File: src/rtl/axi_lite_slave_bridge.sv
// AXI4-Lite slave to single-cycle core register/memory bus bridge.
// Write and read channels run independent FSMs; every output is a flop.
// Out-of-map addresses (>= ADDR_LIMIT) get SLVERR and never touch the core.
module axi_lite_slave_bridge #(
    parameter int ADDR_WIDTH = 20,
    parameter int ADDR_LIMIT = 549228,
    parameter int RD_LATENCY = 1
) (
    input  logic                  clk,
    input  logic                  rst_n,
    input  logic [ADDR_WIDTH-1:0] s_awaddr,
    input  logic                  s_awvalid,
    output logic                  s_awready,
    input  logic [31:0]           s_wdata,
    input  logic [3:0]            s_wstrb,
    input  logic                  s_wvalid,
    output logic                  s_wready,
    output logic [1:0]            s_bresp,
    output logic                  s_bvalid,
    input  logic                  s_bready,
    input  logic [ADDR_WIDTH-1:0] s_araddr,
    input  logic                  s_arvalid,
    output logic                  s_arready,
    output logic [31:0]           s_rdata,
    output logic [1:0]            s_rresp,
    output logic                  s_rvalid,
    input  logic                  s_rready,
    output logic                  core_wr_en,
    output logic [ADDR_WIDTH-1:0] core_wr_addr,
    output logic [31:0]           core_wr_data,
    output logic [3:0]            core_wr_strobe,
    output logic                  core_rd_en,
    output logic [ADDR_WIDTH-1:0] core_rd_addr,
    input  logic [31:0]           core_rd_data
);

    localparam logic [1:0]  RESP_OKAY   = 2'b00;
    localparam logic [1:0]  RESP_SLVERR = 2'b10;
    localparam logic [31:0] LIMIT       = ADDR_LIMIT;
    localparam logic [1:0]  LAT         = 2'(RD_LATENCY);

    typedef enum logic [1:0] {W_IDLE, W_EXEC, W_RESP} w_state_e;
    typedef enum logic [1:0] {R_IDLE, R_ISSUE, R_WAIT, R_RESP} r_state_e;

    // ---------------- write channel state ----------------
    w_state_e              w_state_q, w_state_d;
    logic                  aw_held_q, aw_held_d;
    logic                  w_held_q, w_held_d;
    logic [ADDR_WIDTH-1:0] aw_addr_q, aw_addr_d;
    logic [31:0]           w_data_q, w_data_d;
    logic [3:0]            w_strb_q, w_strb_d;
    logic                  awready_q, awready_d;
    logic                  wready_q, wready_d;
    logic                  bvalid_q, bvalid_d;
    logic [1:0]            bresp_q, bresp_d;
    logic                  wr_en_q, wr_en_d;
    logic [ADDR_WIDTH-1:0] wr_addr_q, wr_addr_d;
    logic [31:0]           wr_data_q, wr_data_d;
    logic [3:0]            wr_strb_q, wr_strb_d;
    logic                  aw_in_range;

    // ---------------- read channel state ----------------
    r_state_e              r_state_q, r_state_d;
    logic                  ar_held_q, ar_held_d;
    logic [ADDR_WIDTH-1:0] ar_addr_q, ar_addr_d;
    logic [1:0]            lat_cnt_q, lat_cnt_d;
    logic                  arready_q, arready_d;
    logic                  rvalid_q, rvalid_d;
    logic [1:0]            rresp_q, rresp_d;
    logic [31:0]           rdata_q, rdata_d;
    logic                  rd_en_q, rd_en_d;
    logic [ADDR_WIDTH-1:0] rd_addr_q, rd_addr_d;
    logic                  ar_in_range;

    assign aw_in_range = (32'(aw_addr_q) < LIMIT);
    assign ar_in_range = (32'(ar_addr_q) < LIMIT);

    // Write FSM next state: collect AW and W in any order, strobe once, respond.
    always_comb begin
        w_state_d = w_state_q;
        aw_held_d = aw_held_q;
        w_held_d  = w_held_q;
        aw_addr_d = aw_addr_q;
        w_data_d  = w_data_q;
        w_strb_d  = w_strb_q;
        bvalid_d  = bvalid_q;
        bresp_d   = bresp_q;
        wr_en_d   = 1'b0;
        wr_addr_d = wr_addr_q;
        wr_data_d = wr_data_q;
        wr_strb_d = wr_strb_q;
        case (w_state_q)
            W_IDLE: begin
                if (aw_held_q && w_held_q) begin
                    w_state_d = W_EXEC;
                    if (aw_in_range) begin
                        wr_en_d   = 1'b1;
                        wr_addr_d = aw_addr_q;
                        wr_data_d = w_data_q;
                        wr_strb_d = w_strb_q;
                        bresp_d   = RESP_OKAY;
                    end else begin
                        bresp_d   = RESP_SLVERR;
                    end
                end else begin
                    if (s_awvalid && awready_q) begin
                        aw_held_d = 1'b1;
                        aw_addr_d = s_awaddr;
                    end
                    if (s_wvalid && wready_q) begin
                        w_held_d = 1'b1;
                        w_data_d = s_wdata;
                        w_strb_d = s_wstrb;
                    end
                end
            end
            W_EXEC: begin
                w_state_d = W_RESP;
                bvalid_d  = 1'b1;
            end
            W_RESP: begin
                if (s_bready) begin
                    w_state_d = W_IDLE;
                    bvalid_d  = 1'b0;
                    aw_held_d = 1'b0;
                    w_held_d  = 1'b0;
                end
            end
            default: w_state_d = W_IDLE;
        endcase
        // Readies are registered, so they reflect the state being entered.
        awready_d = (w_state_d == W_IDLE) && !aw_held_d;
        wready_d  = (w_state_d == W_IDLE) && !w_held_d;
    end

    // Write channel registers; reset discards any held beats.
    always_ff @(posedge clk or negedge rst_n) begin
        if (!rst_n) begin
            w_state_q <= W_IDLE;
            aw_held_q <= 1'b0;
            w_held_q  <= 1'b0;
            aw_addr_q <= '0;
            w_data_q  <= '0;
            w_strb_q  <= '0;
            awready_q <= 1'b0;
            wready_q  <= 1'b0;
            bvalid_q  <= 1'b0;
            bresp_q   <= '0;
            wr_en_q   <= 1'b0;
            wr_addr_q <= '0;
            wr_data_q <= '0;
            wr_strb_q <= '0;
        end else begin
            w_state_q <= w_state_d;
            aw_held_q <= aw_held_d;
            w_held_q  <= w_held_d;
            aw_addr_q <= aw_addr_d;
            w_data_q  <= w_data_d;
            w_strb_q  <= w_strb_d;
            awready_q <= awready_d;
            wready_q  <= wready_d;
            bvalid_q  <= bvalid_d;
            bresp_q   <= bresp_d;
            wr_en_q   <= wr_en_d;
            wr_addr_q <= wr_addr_d;
            wr_data_q <= wr_data_d;
            wr_strb_q <= wr_strb_d;
        end
    end

    // Read FSM next state: accept AR, issue one core read, wait out the latency, respond.
    always_comb begin
        r_state_d = r_state_q;
        ar_held_d = ar_held_q;
        ar_addr_d = ar_addr_q;
        lat_cnt_d = lat_cnt_q;
        rvalid_d  = rvalid_q;
        rresp_d   = rresp_q;
        rdata_d   = rdata_q;
        rd_en_d   = 1'b0;
        rd_addr_d = rd_addr_q;
        case (r_state_q)
            R_IDLE: begin
                if (ar_held_q) begin
                    if (ar_in_range) begin
                        r_state_d = R_ISSUE;
                        rd_en_d   = 1'b1;
                        rd_addr_d = ar_addr_q;
                    end else begin
                        r_state_d = R_RESP;
                        rvalid_d  = 1'b1;
                        rdata_d   = '0;
                        rresp_d   = RESP_SLVERR;
                    end
                end else if (s_arvalid && arready_q) begin
                    ar_held_d = 1'b1;
                    ar_addr_d = s_araddr;
                end
            end
            R_ISSUE: begin
                if (LAT == 2'd0) begin
                    r_state_d = R_RESP;
                    rvalid_d  = 1'b1;
                    rdata_d   = core_rd_data;
                    rresp_d   = RESP_OKAY;
                end else begin
                    r_state_d = R_WAIT;
                    lat_cnt_d = LAT;
                end
            end
            R_WAIT: begin
                // Last wait cycle: core data is valid now, capture it.
                if (lat_cnt_q == 2'd1) begin
                    r_state_d = R_RESP;
                    rvalid_d  = 1'b1;
                    rdata_d   = core_rd_data;
                    rresp_d   = RESP_OKAY;
                end
                lat_cnt_d = lat_cnt_q - 2'd1;
            end
            R_RESP: begin
                if (s_rready) begin
                    r_state_d = R_IDLE;
                    rvalid_d  = 1'b0;
                    ar_held_d = 1'b0;
                end
            end
            default: r_state_d = R_IDLE;
        endcase
        arready_d = (r_state_d == R_IDLE) && !ar_held_d;
    end

    // Read channel registers; core_rd_addr only changes when a new read issues.
    always_ff @(posedge clk or negedge rst_n) begin
        if (!rst_n) begin
            r_state_q <= R_IDLE;
            ar_held_q <= 1'b0;
            ar_addr_q <= '0;
            lat_cnt_q <= '0;
            arready_q <= 1'b0;
            rvalid_q  <= 1'b0;
            rresp_q   <= '0;
            rdata_q   <= '0;
            rd_en_q   <= 1'b0;
            rd_addr_q <= '0;
        end else begin
            r_state_q <= r_state_d;
            ar_held_q <= ar_held_d;
            ar_addr_q <= ar_addr_d;
            lat_cnt_q <= lat_cnt_d;
            arready_q <= arready_d;
            rvalid_q  <= rvalid_d;
            rresp_q   <= rresp_d;
            rdata_q   <= rdata_d;
            rd_en_q   <= rd_en_d;
            rd_addr_q <= rd_addr_d;
        end
    end

    assign s_awready      = awready_q;
    assign s_wready       = wready_q;
    assign s_bvalid       = bvalid_q;
    assign s_bresp        = bresp_q;
    assign s_arready      = arready_q;
    assign s_rvalid       = rvalid_q;
    assign s_rresp        = rresp_q;
    assign s_rdata        = rdata_q;
    assign core_wr_en     = wr_en_q;
    assign core_wr_addr   = wr_addr_q;
    assign core_wr_data   = wr_data_q;
    assign core_wr_strobe = wr_strb_q;
    assign core_rd_en     = rd_en_q;
    assign core_rd_addr   = rd_addr_q;

endmodule
File: config.mk
export PLATFORM = sky130hd
export DESIGN_NAME = axi_lite_slave_bridge
export DESIGN_NICKNAME = d
export VERILOG_FILES = /design/src/rtl/axi_lite_slave_bridge.sv
export SDC_FILE = /design/constraint.sdc
export NUM_CORES = 1
export LEC_CHECK = 0
export CAP_MARGIN = 15
export CORE_AREA = 2 2 127 129
export DETAILED_ROUTE_END_ITERATION = 10
export DIE_AREA = 0 0 129 131
export DONT_BUFFER_PORTS = 1
export PLACE_DENSITY = 0.65
export SYNTH_ARGS = -nofsm -noshare
export SYNTH_HDL_FRONTEND = slang
export SYNTH_SLANG_ARGS = --single-unit
File: constraint.sdc
create_clock -name clk -period 5 [get_ports clk]
set_clock_uncertainty 0.2 [all_clocks]
set_input_delay 0.75 -clock clk [delete_from_list [all_inputs] [get_ports clk]]
set_output_delay 0.75 -clock clk [all_outputs]
set_load 0.02 [all_outputs]
## Yosys cells after proc, flatten, opt, wreduce, memory -nomap -nowiden

Index checks and enable logic that the tools add are counted.

| cells by class | value |
|---|---|
| add/subtract/negate cells | 1 |
| bitwise gates (word level) | 2 |
| magnitude comparators | 2 |
| reductions and logical operators | 27 |
| mux-type cells | 43 |
| eq/ne operators | 11 |

Operators with widths:

| cell | number |
|---|---|
| two-way mux 32 bit | 3 |
| case mux 32 bit (2 select lines) | 1 |
| < comparator 20 bit (second input constant) | 2 |
| two-way mux 1 bit | 20 |
| two-way mux 2 bit | 10 |
| AND reduction 3 bit | 5 |
| != test 2 bit (second input constant) | 5 |
| logical NOT 2 bit | 4 |
| case mux 1 bit (2 select lines) | 4 |
| case mux 2 bit (2 select lines) | 2 |
| case mux 2 bit (4 select lines) | 1 |
| logical AND 1 bit | 7 |
| == test 2 x 1 -> 1 bit (second input constant) | 3 |
| == test 2 bit (second input constant) | 3 |
| case mux 2 bit (3 select lines) | 1 |
| nonzero test 2 bit | 3 |
| AND reduction 5 bit | 1 |
| AND reduction 2 bit | 2 |
| AND reduction 4 bit | 1 |
| logical NOT 1 bit | 3 |
| case mux 1 bit (3 select lines) | 1 |
| nonzero test 3 bit | 1 |
| NOT 1 bit | 2 |
| subtractor 2 x 1 -> 2 bit (second input constant) | 1 |

| word-level totals | value |
|---|---|
| bits of input ports | 115 |
| register bits | 204 |
| word-level logic and storage cells | 110 |

## Logic depth before layout (Yosys ltp)

Gate-level depths: netlist of the first run.

| logic depth | value |
|---|---|
| depth in word-level cells | 6 |
| depth in mapped cells | 8 |
| mapped depth without buffers | 7 |

## Least setup slack after synthesis of the first run

Ideal clock, no wire load.

| path | value |
|---|---|
| path type | register to register |
| start point | register ar_addr_q[7] |
| end point | register rdata_q[10] (netlist: s_rdata[10]) |
| path buffers | 2 |
| setup time | 121 ps |
| required time | 4679 ps |
| path slack | 2699 ps |
| data arrival time | 1980 ps |
| stages on the path, launching flop included | 8 |
| period minus slack after synthesis | 2301 ps |
| cell sequence | dfrtp_1 or3b_1 o211ai_2 a41oi_2 or3_1 buf_6 buf_8 a22o_1 |

| on the way | value |
|---|---|
| longest elaborated chain between the ends | 3 |

RTL lines:

| what | line | text |
|---|---|---|
| start: declaration | 65 | `logic [ADDR_WIDTH-1:0] ar_addr_q, ar_addr_d;` |
| start signal: assignment | 249 | `ar_addr_q <= ar_addr_d;` |
| < comparator 20 bit | 76 | `assign ar_in_range = (32'(ar_addr_q) < LIMIT);` |
| != test 2 bit (no line) | - |  |
| AND reduction 4 bit (no line) | - |  |
| end signal: assignment | 254 | `rdata_q <= rdata_d;` |
| end: declaration | 70 | `logic [31:0] rdata_q, rdata_d;` |

Every way passes these cells.
A chain may end at the register's enable or synchronous reset.

## Worst setup path after layout of the first run

| path | value |
|---|---|
| start point | register ar_addr_q[18] |
| end point | register rdata_q[6] (netlist: s_rdata[6]) |

The elaborated chain is that of the path after synthesis.

==> impl_metrics.env, run 1 <==
export IMPL_outcome="complete, but fails checks"
export IMPL_violations="negative hold slack"
export IMPL_ys_flop_type="dfrtp_1"
export IMPL_h_tree_depth=1
export IMPL_critical_path_max_stage_delay_ns=0.87
export IMPL_grt_setup_unrepaired="no"
export IMPL_finalInstanceArea_sq_mm=0.00877
export IMPL_root_buffer="clkbuf_16"
export IMPL_irDropWorstVdd_v=0.000337
export IMPL_routed_wl_mm=15.2
export IMPL_netlist_area_sq_mm=0.00780
export IMPL_drt_iter0_drc=218
export IMPL_finalSetupViolCount=0
export IMPL_cp_max_fo=32
export IMPL_p_total_mw=6.59
export IMPL_syn_inst=512
export IMPL_clk_path_buf_depth=3
export IMPL_max_freq_ghz=0.344
export IMPL_grt_pass1_wl_mm=23.1
export IMPL_drv_slew=0
export IMPL_ys_seq_area_share_pct=64.8
export IMPL_r2r_start="ar_addr_q[18]"
export IMPL_fin_util_pct=56.2
export IMPL_die_h_um=131
export IMPL_drc=0
export IMPL_num_vias=4182
export IMPL_area_delta_synth_final_pct=12.4
export IMPL_grt_pass1_vias=4320
export IMPL_cp_slowest_cell="or3_1"
export IMPL_fin_setup_tns_ns=0
export IMPL_fin_crit_ns=2.91
export IMPL_synthAdderAreaFrac_pct=0.962
export IMPL_cts_tree="done"
export IMPL_clk_latency_ns=0.49
export IMPL_die_area_sq_mm=0.0169
export IMPL_drive_gt1_share_pct=34.9
export IMPL_endpoint_kind="register"
export IMPL_ioPinCount=234
export IMPL_drv_cap=0
export IMPL_syn_avg_cell_area_sq_um=15.2
export IMPL_synth_edf_count=0
export IMPL_hold_ws_ns=-0.244
export IMPL_grt_overflow_total=0
export IMPL_criticalPathCategory="register to register"
export IMPL_crit_start="ar_addr_q[18]"
export IMPL_num_rows=46
export IMPL_period_share_pct=58.1
export IMPL_placed_area_sq_mm=0.00795
export IMPL_final_hold_viol_count=202
export IMPL_synth_xor_area_share_pct=0
export IMPL_start_util_pct=50.0
export IMPL_portBuffers=0
export IMPL_clock_sinks=202
export IMPL_ys_async_sr_fraction_pct=100
export IMPL_cp_start_kind="register"
export IMPL_worst_pin_slew_ns=1.08
export IMPL_synthMuxAreaShare_pct=21.8
export IMPL_viasPerCell=5.60
export IMPL_grt_max_degree=203
export IMPL_coreArea_sq_mm=0.0156
export IMPL_synth_cell_types=45
export IMPL_min_path_type="primary input to async pin"
export IMPL_wl_per_cell_um=20.3
export IMPL_gr_usage_all_layers_pct=17.2
export IMPL_dr_pass1_iters=4
export IMPL_numCtsBuffers=22
export IMPL_die_w_um=129
export IMPL_antenna_left=0
export IMPL_clk_pin_slew_ns=0.06
export IMPL_synth_compound_area_share_pct=6.62
export IMPL_yosys_area_share_simple_pct=3.16
export IMPL_max_slew_margin_pct=27.6
export IMPL_hpwl_mm=10.3
export IMPL_place_gp_congestion=0.793
export IMPL_ys_ff_latch=202
export IMPL_crit_arrival_ns=3.13
export IMPL_grt_antenna_before_repair=1
export IMPL_yosys_warnings=0
export IMPL_synth_top_family_by_area="multiplexers"
export IMPL_fin_nets=635
export IMPL_leakage_nw=3.97
export IMPL_power_density_mw_per_mm2=751
export IMPL_worstPathRequired_ns=5.22
export IMPL_path_cells="nor4_1 > o21ai_0 > a41oi_2 > or3_1 > a22o_1"
## cells in the mapped netlist, types with 3 or more instances
library cell	count	area, sq um
a22o_1	32	280
mux2_2	135	1520
nand3_1	4	20.0
nand2_1	14	52.6
mux2_1	16	180
buf_8	3	45.0
nor2_1	13	48.8
inv_1	10	37.5
nor2b_1	3	18.8
buf_4	3	22.5
dfrtp_1	202	5050
buf_2	8	40.0
o21ai_0	11	55.1
ha_1	6	75.1
clkbuf_1	9	33.8
nor4_1	3	18.8
a21oi_1	5	25.0
## routing by layer
| layer | up-vias | track usage, % | part of all wire [%] |
|---|---|---|---|
| met5 | - | 0 | 0 |
| met4 | 0 | 6.27 | 2.4 |
| met3 | 31 | 7.70 | 10 |
| met2 | 153 | 27.5 | 48 |
| met1 | 2152 | 20.7 | 39 |
| li1 | 1846 | - | - |
## cell usage in the layout, fill, tap and decap left out, types with 2 or more instances in the layout
cell       Yosys  final
a21oi_1        5      4
a22o_1        32     32
a22oi_1        2      2
and2_1         2      2
bufinv_16      0      4
clkbuf_1       9      3
clkbuf_16      0     23
clkbuf_8       0      3
clkinv_2       0      5
conb_1         1      2
dfrtp_1      202    202
ha_1           6      6
inv_1         10     10
mux2_1        16     16
mux2_2       135    135
nand2_1       14     14
nand3_1        4      4
nand4_1        2      2
nor2_1        13     11
nor2b_1        3      2
nor3_1         2      2
nor4_1         3      3
o21a_1         2      2
o21ai_0       11     11
o41ai_1        2      2
## final cells by class
cell class	instances	area, sq um
diodes	1	2.50
clock buffers	29	628
clock inverters	11	164
fillers	1242	6830
inverters	10	37.5
multi-input cells	275	2580
flip-flops and latches	202	5050
well taps	216	270
repair buffers	3	33.8
## critical path, delay by kind of cell, from the launching register on
kind,cells,cell delay (ns)
AO/OA/AOI/OAI,3,0.91
flip-flops,1,0.39
AND/OR/NAND/NOR,2,1.34
## power breakdown
group / switching [mW] / internal (mW)
clock network: 0.628 / 1.09
registers: 1.01 / 2.37
logic: 0.647 / 0.849
total: 2.28 / 4.31
## state kept, by name, indices dropped and copies added, names as in the netlist, 2 cells and up
register	flops
core_wr_data	32
s_rdata	32
w_data_q	32
ar_addr_q	20
aw_addr_q	20
core_rd_addr	20
core_wr_addr	20
core_wr_strobe	4
w_strb_q	4
lat_cnt_q	2
r_state_q	2
w_state_q	2
## through the flow
step	instances	setup slack (ns)
floorplan	513	2.70
global placement	704	2.09
detailed placement	704	1.98
CTS	744	1.94
global route	746	1.92
finish	747	2.09
## cell families after synthesis
family	Yosys count
other	1
flip-flops	202
multiplexers	151
AND/OR/NAND/NOR	50
adder cells (fa/ha/maj)	6
buffers and inverters	36
AO/OA/AOI/OAI	66
## final timing paths
path	endpoint	slack, ns	cells past startpoint
worst min register to register	core_wr_data[29]	0.29	1
max in group asynchronous	aw_addr_q[1]	4.63	0
worst min-delay path	core_rd_addr[5]	-0.24	0
min in group clk	s_rdata[2]	0.19	1
worst max register to register	s_rdata[6]	2.09	5
worst max-delay path	s_rdata[6]	2.09	5
## what timing repair did
item	CTS	global route
endpoints found under the setup margin	0	0
hold endpoints to repair	202	202
resized for setup	0	0
setup buffers	0	0
(Power assumes the default switching activity.)
==> inputs of run 2 (changes only) <==
--- a/config.mk
+++ b/config.mk
@@ -10,7 +10,7 @@
 export DETAILED_ROUTE_END_ITERATION = 10
 export DIE_AREA = 0 0 129 131
 export DONT_BUFFER_PORTS = 1
-export PLACE_DENSITY = 0.65
+export PLACE_DENSITY = 0.68
 export SYNTH_ARGS = -nofsm -noshare
 export SYNTH_HDL_FRONTEND = slang
 export SYNTH_SLANG_ARGS = --single-unit
==> constraint.sdc (replaced) <==
create_clock -name clk -period 2.61 [get_ports clk]
set_clock_uncertainty 0.2 [all_clocks]
set_input_delay 0.3915 -clock clk [delete_from_list [all_inputs] [get_ports clk]]
set_output_delay 0.3915 -clock clk [all_outputs]
set_load 0.02 [all_outputs]
==> impl_metrics.env, run 2 (synthesized netlist as in run 1, its figures left out) <==
export IMPL_ioPinCount=234
export IMPL_outcome="complete, but fails checks"
export IMPL_criticalPathCategory="register to register"
export IMPL_cts_resized=0
export IMPL_leakage_nw=4.43
export IMPL_die_h_um=131
export IMPL_area_delta_synth_final_pct=26.4
export IMPL_fin_setup_tns_ns=0
export IMPL_dr_pass1_iters=4
export IMPL_start_util_pct=50.0
export IMPL_hpwl_mm=10.6
export IMPL_num_rows=46
export IMPL_irDropWorstVdd_v=0.000704
export IMPL_rrSetupSlack_ns=0.08
export IMPL_r2r_start="ar_addr_q[7]"
export IMPL_root_buffer="clkbuf_16"
export IMPL_drc=0
export IMPL_final_hold_viol_count=202
export IMPL_grt_antenna_before_repair=0
export IMPL_fin_util_pct=63.3
export IMPL_drive_gt1_share_pct=29.1
export IMPL_layout_common_cells="dfrtp_1, mux2_2, dlygate4sd3_1, a22o_1, clkbuf_16"
export IMPL_drt_iter0_drc=193
export IMPL_grt_pass1_wl_mm=25.5
export IMPL_routed_wl_mm=16.4
export IMPL_crit_start="ar_addr_q[7]"
export IMPL_cp_start_kind="register"
export IMPL_period_share_pct=96.8
export IMPL_grt_setup_unrepaired="no"
export IMPL_power_density_mw_per_mm2=1280
export IMPL_endpoint_kind="register"
export IMPL_worstReg2RegEnd="s_rdata[30]"
export IMPL_fin_crit_ns=2.53
export IMPL_cts_setup_buffers=0
export IMPL_clk_path_buf_depth=3
export IMPL_wl_per_cell_um=19.1
export IMPL_clock_sinks=202
export IMPL_antenna_left=0
export IMPL_max_freq_ghz=0.396
export IMPL_cp_max_fo=32
export IMPL_violations="negative hold slack"
export IMPL_die_w_um=129
export IMPL_drv_slew=0
export IMPL_coreArea_sq_mm=0.0156
export IMPL_holdBufCountCts=111
export IMPL_num_vias=4592
export IMPL_hold_ws_ns=-0.596
export IMPL_drv_cap=0
export IMPL_h_tree_depth=1
export IMPL_numCtsBuffers=22
export IMPL_clk_pin_slew_ns=0.05
export IMPL_crit_arrival_ns=2.69
export IMPL_cts_tree="done"
export IMPL_diodes=0
export IMPL_place_gp_congestion=0.773
export IMPL_critPathCapture="s_rdata[30]"
export IMPL_dp_cells=713
export IMPL_min_path_type="primary input to async pin"
export IMPL_final_common_cell="dfrtp_1"
export IMPL_portBuffers=0
export IMPL_die_area_sq_mm=0.0169
export IMPL_worstPathRequired_ns=2.77
export IMPL_viasPerCell=5.35
export IMPL_grt_overflow_total=0
export IMPL_grt_max_degree=203
export IMPL_fin_nets=753
export IMPL_reg2regPathDepth=6
export IMPL_clk_latency_ns=0.49
export IMPL_grt_pass1_vias=5027
export IMPL_fin_cells=859
export IMPL_p_total_mw=12.6
export IMPL_finalSetupViolCount=0
export IMPL_gr_usage_all_layers_pct=18.9
## run 2: cell types whose count changed in the layout (fill, tap and decap cells not counted), sizes merged
cell,change
buf,+7
bufinv,-3
clkbuf,+3
clkinv,-4
diode,-1
dlygate4sd3,+111
inv,-1
## run 2: final cells by class
| type | count | area (sq um) |
|---|---|---|
| fill | 1146 | 5730 |
| sequential | 202 | 5050 |
| multi-input combinational | 275 | 2580 |
| timing repair buffer | 121 | 1210 |
| clock buffer | 32 | 669 |
| tap | 216 | 270 |
| clock inverter | 3 | 42.5 |
| inverter | 10 | 37.5 |
## run 2: report_power, final
group	internal, mW	switching, mW	leakage [nW]
Clock	1.86	1.14	0.348
Combinational	1.81	1.31	1.56
Sequential	4.53	1.95	2.52
Total	8.20	4.41	4.43
## run 2: how the worst min path moves through the flow
stage / cells past startpoint / to / start
after floorplan: 0 / ar_addr_q[0] / rst_n
after global placement: 0 / core_rd_addr[5] / rst_n
after detailed placement: 0 / core_rd_addr[2] / rst_n
after CTS: 0 / ar_addr_q[5] / rst_n
after global routing: 0 / core_rd_addr[2] / rst_n
final: 0 / core_rd_addr[2] / rst_n
## run 2: routing by layer
layer  track usage (%)  part of all wire (%)  vias to the layer above
met1              22.8                    39                     2329
met5                 0                     0                        -
met3              5.99                   8.0                       24
met4              5.88                   2.0                        0
li1                  -                     -                     2077
met2              32.6                    51                      162
## run 2: through the flow
step	hold WS, ns	setup WS (ns)	instance area (sq um)
final	-0.596	0.0825	9870
after detailed placement	-0.101	0.145	8040
after global routing	-0.623	0.00878	9870
after global placement	-0.0992	0.209	8040
after floorplan	-0.104	0.309	7810
after CTS	-0.620	0.125	9870
## run 2: worst max-delay path, cell delays in order, from the launching register on
cell and delay (ns):
dfrtp_1 0.39, or3b_1 0.40, o211ai_2 0.23, a41oi_2 0.23
or3_1 0.42, buf_4 0.24, a22o_1 0.28
